`src/rtl/dmem_arbiter_if.sv`:
```
// Bundle between the data-memory arbiter, its two requesters (CPU MEM stage and
// debug/loader port) and the single-port dmem instance.
interface dmem_arbiter_if #(
  parameter int unsigned ADDR_WIDTH = 12
);
  logic                  cpu_req;
  logic                  cpu_we;
  logic [31:0]           cpu_addr;
  logic [31:0]           cpu_wdata;
  logic                  cpu_gnt;
  logic                  cpu_stall;
  logic                  cpu_rvalid;
  logic [31:0]           cpu_rdata;
  logic                  cpu_err;

  logic                  dbg_req;
  logic                  dbg_we;
  logic [31:0]           dbg_addr;
  logic [31:0]           dbg_wdata;
  logic                  dbg_gnt;
  logic                  dbg_rvalid;
  logic [31:0]           dbg_rdata;
  logic                  dbg_err;

  logic                  mem_we;
  logic [ADDR_WIDTH-3:0] mem_addr;
  logic [31:0]           mem_din;
  logic [31:0]           mem_dout;

  // Requesters plus the memory instance, seen from outside the arbiter.
  modport master (
    output cpu_req, cpu_we, cpu_addr, cpu_wdata,
    output dbg_req, dbg_we, dbg_addr, dbg_wdata,
    output mem_dout,
    input  cpu_gnt, cpu_stall, cpu_rvalid, cpu_rdata, cpu_err,
    input  dbg_gnt, dbg_rvalid, dbg_rdata, dbg_err,
    input  mem_we, mem_addr, mem_din
  );

  modport slave (
    input  cpu_req, cpu_we, cpu_addr, cpu_wdata,
    input  dbg_req, dbg_we, dbg_addr, dbg_wdata,
    input  mem_dout,
    output cpu_gnt, cpu_stall, cpu_rvalid, cpu_rdata, cpu_err,
    output dbg_gnt, dbg_rvalid, dbg_rdata, dbg_err,
    output mem_we, mem_addr, mem_din
  );
endinterface

```
`src/rtl/dmem_arbiter.sv`:
```
// Single-port dmem arbiter: CPU has default priority, a saturating wait counter
// hands the debug port priority after MAX_WAIT lost cycles.
module dmem_arbiter #(
  parameter int unsigned ADDR_WIDTH = 12,
  parameter int unsigned MAX_WAIT   = 4
) (
  input logic           clk,
  input logic           reset,
  dmem_arbiter_if.slave bus
);

  typedef enum logic [0:0] {ArbCpu, ArbDbg} arb_state_e;

  localparam logic [7:0] MaxWait = 8'(MAX_WAIT);

  arb_state_e            state_q, state_d;
  logic [7:0]            wait_q, wait_d;

  logic                  cpu_gnt, dbg_gnt, any_gnt;
  logic [31:0]           win_addr, win_wdata;
  logic                  win_we, win_aligned;

  logic [ADDR_WIDTH-3:0] addr_hold_q;
  logic [31:0]           din_hold_q;
  logic                  owner_valid_q, owner_dbg_q;
  logic                  cpu_err_q, dbg_err_q;

  // Address bits above the dmem range wrap by design.
  logic unused_addr_bits;
  assign unused_addr_bits = ^{bus.cpu_addr[31:ADDR_WIDTH], bus.dbg_addr[31:ADDR_WIDTH]};

  always_comb begin
    dbg_gnt     = bus.dbg_req & (~bus.cpu_req | (state_q == ArbDbg));
    cpu_gnt     = bus.cpu_req & ~dbg_gnt;
    any_gnt     = cpu_gnt | dbg_gnt;
    win_addr    = dbg_gnt ? bus.dbg_addr  : bus.cpu_addr;
    win_wdata   = dbg_gnt ? bus.dbg_wdata : bus.cpu_wdata;
    win_we      = dbg_gnt ? bus.dbg_we    : bus.cpu_we;
    win_aligned = (win_addr[1:0] == 2'b00);
  end

  // The priority flip is decided on the counter's next value so that the DBG
  // port wins on the cycle right after its MAX_WAIT-th loss.
  always_comb begin
    wait_d  = wait_q;
    state_d = state_q;
    if (dbg_gnt) begin
      wait_d  = 8'd0;
      state_d = ArbCpu;
    end else if (bus.dbg_req) begin
      if (wait_q < MaxWait) begin
        wait_d = wait_q + 8'd1;
      end
      if (wait_d == MaxWait) begin
        state_d = ArbDbg;
      end
    end else begin
      wait_d  = 8'd0;
      state_d = ArbCpu;
    end
  end

  always_ff @(posedge clk or posedge reset) begin
    if (reset) begin
      state_q       <= ArbCpu;
      wait_q        <= 8'd0;
      addr_hold_q   <= '0;
      din_hold_q    <= '0;
      owner_valid_q <= 1'b0;
      owner_dbg_q   <= 1'b0;
      cpu_err_q     <= 1'b0;
      dbg_err_q     <= 1'b0;
    end else begin
      state_q       <= state_d;
      wait_q        <= wait_d;
      owner_valid_q <= any_gnt & ~win_we & win_aligned;
      owner_dbg_q   <= dbg_gnt;
      cpu_err_q     <= cpu_gnt & ~win_aligned;
      dbg_err_q     <= dbg_gnt & ~win_aligned;
      if (any_gnt) begin
        addr_hold_q <= win_addr[ADDR_WIDTH-1:2];
        din_hold_q  <= win_wdata;
      end
    end
  end

  assign bus.cpu_gnt    = cpu_gnt;
  assign bus.dbg_gnt    = dbg_gnt;
  assign bus.cpu_stall  = bus.cpu_req & ~cpu_gnt;

  // Gated by reset so a request held through reset can never reach the array.
  assign bus.mem_we     = any_gnt & win_we & win_aligned & ~reset;
  assign bus.mem_addr   = any_gnt ? win_addr[ADDR_WIDTH-1:2] : addr_hold_q;
  assign bus.mem_din    = any_gnt ? win_wdata : din_hold_q;

  assign bus.cpu_rvalid = owner_valid_q & ~owner_dbg_q;
  assign bus.dbg_rvalid = owner_valid_q & owner_dbg_q;
  assign bus.cpu_rdata  = bus.mem_dout;
  assign bus.dbg_rdata  = bus.mem_dout;
  assign bus.cpu_err    = cpu_err_q;
  assign bus.dbg_err    = dbg_err_q;

endmodule

```
`src/flat_wrapper.sv`:
```
// flat-port wrapper written by rule: the top's interface ports become plain ports
module dmem_arbiter_flat 
#(
  parameter int unsigned ADDR_WIDTH = 12,
  parameter int unsigned MAX_WAIT   = 4
)
  (clk, reset, bus_cpu_req, bus_cpu_we, bus_cpu_addr, bus_cpu_wdata, bus_dbg_req, bus_dbg_we, bus_dbg_addr, bus_dbg_wdata, bus_mem_dout, bus_cpu_gnt, bus_cpu_stall, bus_cpu_rvalid, bus_cpu_rdata, bus_cpu_err, bus_dbg_gnt, bus_dbg_rvalid, bus_dbg_rdata, bus_dbg_err, bus_mem_we, bus_mem_addr, bus_mem_din);
  dmem_arbiter_if #(.ADDR_WIDTH(ADDR_WIDTH)) bus_i ();
  input logic clk;
  input logic reset;
  input wire logic [$bits(bus_i.cpu_req)-1:0] bus_cpu_req;
  input wire logic [$bits(bus_i.cpu_we)-1:0] bus_cpu_we;
  input wire logic [$bits(bus_i.cpu_addr)-1:0] bus_cpu_addr;
  input wire logic [$bits(bus_i.cpu_wdata)-1:0] bus_cpu_wdata;
  input wire logic [$bits(bus_i.dbg_req)-1:0] bus_dbg_req;
  input wire logic [$bits(bus_i.dbg_we)-1:0] bus_dbg_we;
  input wire logic [$bits(bus_i.dbg_addr)-1:0] bus_dbg_addr;
  input wire logic [$bits(bus_i.dbg_wdata)-1:0] bus_dbg_wdata;
  input wire logic [$bits(bus_i.mem_dout)-1:0] bus_mem_dout;
  output wire logic [$bits(bus_i.cpu_gnt)-1:0] bus_cpu_gnt;
  output wire logic [$bits(bus_i.cpu_stall)-1:0] bus_cpu_stall;
  output wire logic [$bits(bus_i.cpu_rvalid)-1:0] bus_cpu_rvalid;
  output wire logic [$bits(bus_i.cpu_rdata)-1:0] bus_cpu_rdata;
  output wire logic [$bits(bus_i.cpu_err)-1:0] bus_cpu_err;
  output wire logic [$bits(bus_i.dbg_gnt)-1:0] bus_dbg_gnt;
  output wire logic [$bits(bus_i.dbg_rvalid)-1:0] bus_dbg_rvalid;
  output wire logic [$bits(bus_i.dbg_rdata)-1:0] bus_dbg_rdata;
  output wire logic [$bits(bus_i.dbg_err)-1:0] bus_dbg_err;
  output wire logic [$bits(bus_i.mem_we)-1:0] bus_mem_we;
  output wire logic [$bits(bus_i.mem_addr)-1:0] bus_mem_addr;
  output wire logic [$bits(bus_i.mem_din)-1:0] bus_mem_din;
  assign bus_i.cpu_req = bus_cpu_req;
  assign bus_i.cpu_we = bus_cpu_we;
  assign bus_i.cpu_addr = bus_cpu_addr;
  assign bus_i.cpu_wdata = bus_cpu_wdata;
  assign bus_i.dbg_req = bus_dbg_req;
  assign bus_i.dbg_we = bus_dbg_we;
  assign bus_i.dbg_addr = bus_dbg_addr;
  assign bus_i.dbg_wdata = bus_dbg_wdata;
  assign bus_i.mem_dout = bus_mem_dout;
  assign bus_cpu_gnt = bus_i.cpu_gnt;
  assign bus_cpu_stall = bus_i.cpu_stall;
  assign bus_cpu_rvalid = bus_i.cpu_rvalid;
  assign bus_cpu_rdata = bus_i.cpu_rdata;
  assign bus_cpu_err = bus_i.cpu_err;
  assign bus_dbg_gnt = bus_i.dbg_gnt;
  assign bus_dbg_rvalid = bus_i.dbg_rvalid;
  assign bus_dbg_rdata = bus_i.dbg_rdata;
  assign bus_dbg_err = bus_i.dbg_err;
  assign bus_mem_we = bus_i.mem_we;
  assign bus_mem_addr = bus_i.mem_addr;
  assign bus_mem_din = bus_i.mem_din;
  dmem_arbiter #(.ADDR_WIDTH(ADDR_WIDTH), .MAX_WAIT(MAX_WAIT)) u_core (.clk(clk), .reset(reset), .bus(bus_i));
endmodule
```
`config.mk`:
```
export PLATFORM = sky130hd
export DESIGN_NAME = dmem_arbiter_flat
export DESIGN_NICKNAME = d
export VERILOG_FILES = /design/src/rtl/dmem_arbiter_if.sv /design/src/rtl/dmem_arbiter.sv /design/src/flat_wrapper.sv
export SDC_FILE = /design/constraint.sdc
export NUM_CORES = 1
export LEC_CHECK = 0
export ABC_AREA = 1
export BUFFER_PORTS_ARGS = -buffer_cell sky130_fd_sc_hd__buf_2
export CAP_MARGIN = 20
export CELL_PAD_IN_SITES_DETAIL_PLACEMENT = 1
export CELL_PAD_IN_SITES_GLOBAL_PLACEMENT = 2
export CORE_UTILIZATION = 18
export CTS_CLUSTER_SIZE = 28
export DETAILED_ROUTE_END_ITERATION = 12
export PLACE_DENSITY_LB_ADDON = 0.1
export SYNTH_ARGS = -nofsm -noshare
export SYNTH_HDL_FRONTEND = slang
export SYNTH_SLANG_ARGS = --single-unit
```
`constraint.sdc`:
```
create_clock -name clk -period 3.4 [get_ports clk]
set_clock_uncertainty 0.15 [all_clocks]
set_input_delay 0.68 -clock clk [delete_from_list [all_inputs] [get_ports clk]]
set_output_delay 0.68 -clock clk [all_outputs]
set_load 0.02 [all_outputs]
```
* Yosys cells after proc, flatten, opt, wreduce, memory -nomap -nowiden
Cells that the tools add are included.
** Storage, ports and cells
- Register bits after elaboration :: 55
- Input port bits :: 166
- Output and inout bits :: 114
- Word-level logic and storage cells :: 47
** Operators by class
- Add/sub/neg operators :: 1
- Order comparisons :: 1
- Equal/unequal tests :: 2
- Multiplexer cells :: 13
- Bitwise logic cells :: 21
- Reduce and logical (&&, ||, !) cells :: 1
** Operator list (number)
- $mux W32 :: 2
- $mux W8 :: 5
- $and A1 B1 Y1 :: 12
- $mux W12 :: 1
- $mux W10 :: 1
- $add A8 B1 Y8 const B :: 1
- $eq A8 B3 Y1 const B :: 1
- $lt A8 B3 Y1 const B :: 1
- $not A1 Y1 :: 7
- $mux W1 :: 4
- $ne A3 B1 Y1 const B :: 1
- $logic_not A2 Y1 :: 1
- $or A1 B1 Y1 :: 2

* Logic depth before layout (Yosys ltp)
- Depth in word-level cells :: 9
- Gate-level depth with buffers :: 7
- Mapped depth without buffers :: 7

* Worst setup path before layout
Ideal clock, no wire load.
- Path kind :: input port to output port
- From :: input port reset
- To :: output port bus_mem_we
- Arrival time :: 2.283 ns
- Data required time :: 2.570 ns
- Path slack :: 0.287 ns
- Stages on the path :: 3
- Path buffers :: 0
- Cell sequence :: inv_1 > nand2_1 > nor2_1
** On the way
- Longest elaborated chain between the ends :: 2
** Ends and longest elaborated chain
- from (decl) :: line flat_wrapper.sv:10 : input logic reset;
- $not A1 Y1 :: line dmem_arbiter.sv:92 : assign bus.mem_we = any_gnt & win_we & win_aligned & ~reset;
- $and A1 B1 Y1 :: line dmem_arbiter.sv:92
- to (decl) :: line flat_wrapper.sv:29 : output wire logic [$bits(bus_i.mem_we)-1:0] bus_mem_we;
Every way passes these cells.

* Worst setup path after layout
- From :: input port bus_cpu_req
- To :: output port bus_mem_we
** On the way
- Longest elaborated chain between the ends :: 9
- Elaborated cells on any way between the ends :: 12
- Classes of those cells :: 2 x mux; 9 x bitwise; 1 x reduce/logical
** Ends and longest elaborated chain
- from (decl) :: line flat_wrapper.sv:11 : input wire logic [$bits(bus_i.cpu_req)-1:0] bus_cpu_req;
- $not A1 Y1 :: line dmem_arbiter.sv:33 : dbg_gnt = bus.dbg_req & (~bus.cpu_req | (state_q == ArbDbg));
- $or A1 B1 Y1 :: line dmem_arbiter.sv:33
- $and A1 B1 Y1 :: line dmem_arbiter.sv:33
- $not A1 Y1 :: line dmem_arbiter.sv:34 : cpu_gnt = bus.cpu_req & ~dbg_gnt;
- $and A1 B1 Y1 :: line dmem_arbiter.sv:34
- $or A1 B1 Y1 :: line dmem_arbiter.sv:35 : any_gnt = cpu_gnt | dbg_gnt;
- $and A1 B1 Y1 :: line dmem_arbiter.sv:92
- $and A1 B1 Y1 * (2 in series) :: line dmem_arbiter.sv:92
Every way passes the cells marked *; elsewhere a longest branch is shown, timed or not.

==> results.yml <==
global_routing:
  overflow: 0
  antenna_found_initial: 0
  grt_pass1_vias: 2960
  grt_usage_pct: 11.6
  grt_pass1_wl_um: 15600
  grt_max_degree: 56
finish:
  final_cell_mix: "buf_2 (143), nand3_1 (129), nand2_1 (57), dfrtp_1 (55), nor2_1 (18)"
  diodes: 0
  layout_commonest_cell: "buf_2"
  final_net_count: 615
  drive_gt1_share_pct: 37.6
  fill_cells: 2028
  final_area_um2: 3730
  area_growth_pct: 22.7
  regArea_um2: 1380
  multi_input_area_um2: 1010
timing:
  max_freq_mhz: 371
  relSlewSlack_pct: 48.4
  layout_setup_ws_ns: 0.706
  min_period_ns: 2.69
  finalCritPeriodShare_pct: 79.2
  timing.setup.tns_ns: 0
  setup_viol: 0
  maxSlewViolCount: 0
  tightestPinTransition_ns: 0.774
  hold_viol_final: 0
  rsz0062_at_grt: "false"
  whs_ns: 0.344
yosys:
  synth_cell_types: 18
  synth_seq_cells: 55
  synth.cell_area_um2: 3040
  ys_seq_area_share_pct: 45.3
  syn_area_per_cell_um2: 8.17
  yosys_warnings: 0
  synth_cells: 372
  syn_nets: 539
critical_path:
  crit_type: "in2out"
  startpoint_type: "primary input"
  required_ns: 2.57
  worstPathArrival_ns: 1.86
  cp-end-kind: "primary output"
  critPathMaxFanout: 21
die:
  die_h_um: 132
  initial_core_util_pct: 18.4
  rows: 47
  ios: 280
  core_um2: 16500
  dieArea_um2: 17400
  fp.dieW_um: 132
pwr:
  peakVddDrop_mv: 0.182
  switching_share_pct: 28.7
  p_sw_uw: 508
  p_comb_share_pct: 20.7
  clkPwrFrac_pct: 38.3
  p_seq_share_pct: 40.9
  power.density_nw_per_um2: 475
  intPower_uw: 1260
  leakage_uw: 0.00192
  power_uw: 1770
clocking:
  cts_hold_buf: 0
  cts_buffers: 5
  root_buffer: "clkbuf_16"
  cts-resized-gates: 0
  htree_levels: 2
  clockBufferDepth: 2
  cts_tree: "yes"
  post_cts_buffers: 0
  clk_latency_ns: 0.30
  clock_sinks: 55
  clk_pin_slew_ns: 0.07
route:
  wl_um: 9860
  firstDrtPassIters: 4
  drt-initial-drc-count: 85
  num_vias: 2700
  ant_nets: 0
  drcViolationCount: 0
  wl_per_cell_um: 14.7
  routed_via_density: 4.04
place:
  gp_congestion: 0.692
  dp_slack_ns: 0.661
  place_area_um2: 3540
  port_buffers: 143
  dpl.hpwl_um: 6910
min_path:
  hp-class: "reg2reg"
outcome:
  run_status: "complete, no violations"
flow_run:
  cap_viol_max_count: 0
power by group through the flow:
stage               logic (uW)  registers (uW)  clock network [uW]
floorplan                  320             737                   0
global placement           380             737                   0
detailed placement         377             738                   0
CTS                        379             725                 713
global route               406             731                 730
finish                     367             725                 679
cell usage after synthesis:
library cell | number | share of area (%)
inv_1 | 15 | 1.9
nand3_1 | 129 | 21
buf_6 | 1 | 0.37
or2_2 | 1 | 0.21
buf_2 | 10 | 1.6
nand2_1 | 57 | 7.0
nand4_1 | 3 | 0.62
nand3_2 | 1 | 0.33
nor2_1 | 18 | 2.2
nand2_2 | 1 | 0.21
ha_1 | 1 | 0.41
clkbuf_1 | 8 | 0.99
inv_2 | 3 | 0.37
o21ai_1 | 1 | 0.16
dfrtp_1 | 55 | 45
a21oi_1 | 1 | 0.16
buf_4 | 66 | 16
a21oi_4 | 1 | 0.54
critical path: stages:
cell	delay [ns]
buf_2	0.14
a21oi_4	0.19
buf_4	0.29
nand2_1	0.07
o21ai_1	0.09
nand2_1	0.09
nor2_1	0.12
buf_2	0.17
per-layer routing:
layer	wire, um	global-route usage, %
met1	4370	13.7
met5	0	0
met3	674	3.58
met4	138	4.46
met2	4670	19.7
metrics by stage:
stage                     std cells  util [%]
after floorplan                 372         -
after global placement          661      21.4
after detailed placement        661      21.4
after CTS                       669      22.5
after global routing            669      22.5
final                           669      22.5
path summary, 6_finish.rpt:
path	slack [ns]	end	from	depth (start not counted)
hold reg to reg	0.34	u_core.wait_q[4]$_DFF_PP0_	u_core.wait_q[4]$_DFF_PP0_	2
setup reg to reg	1.96	u_core.owner_valid_q$_DFF_PP0_	u_core.state_q$_DFFE_PP0P_	7
min in group asynchronous	0.46	u_core.addr_hold_q[6]$_DFF_PP0_	reset	3
setup / recovery	0.71	bus_mem_we	bus_cpu_req	8
hold / removal	0.34	u_core.wait_q[4]$_DFF_PP0_	u_core.wait_q[4]$_DFF_PP0_	2
max in group asynchronous	2.13	u_core.din_hold_q[31]$_DFF_PP0_	reset	3
logic make-up after synthesis:
logic type               Yosys count  share of synthesized area (%)
buffers and inverters            103                           21.5
AO/OA/AOI/OAI                      3                          0.865
AND/OR/NAND/NOR                  210                           31.9
adder cells (fa/ha/maj)            1                          0.412
flip-flops                        55                           45.3
registers in the layout (all words and copies together) (netlist names):
signal	cells
u_core.state_q	1
u_core.wait_q	8
u_core.addr_hold_q	10
u_core.bus.dbg_err	1
u_core.bus.cpu_err	1
u_core.owner_valid_q	1
u_core.owner_dbg_q	1
u_core.din_hold_q	32
cell type report:
| class | count | share of cell area, % |
|---|---|---|
| timing repair buffer | 154 | 21.8 |
| clock inverter | 2 | 1.61 |
| multi-input combinational | 214 | 27.0 |
| tap | 220 | 7.39 |
| sequential | 55 | 36.9 |
| inverter | 18 | 1.81 |
| clock buffer | 6 | 3.46 |
Note: power is estimated with default switching activity, not from simulation.
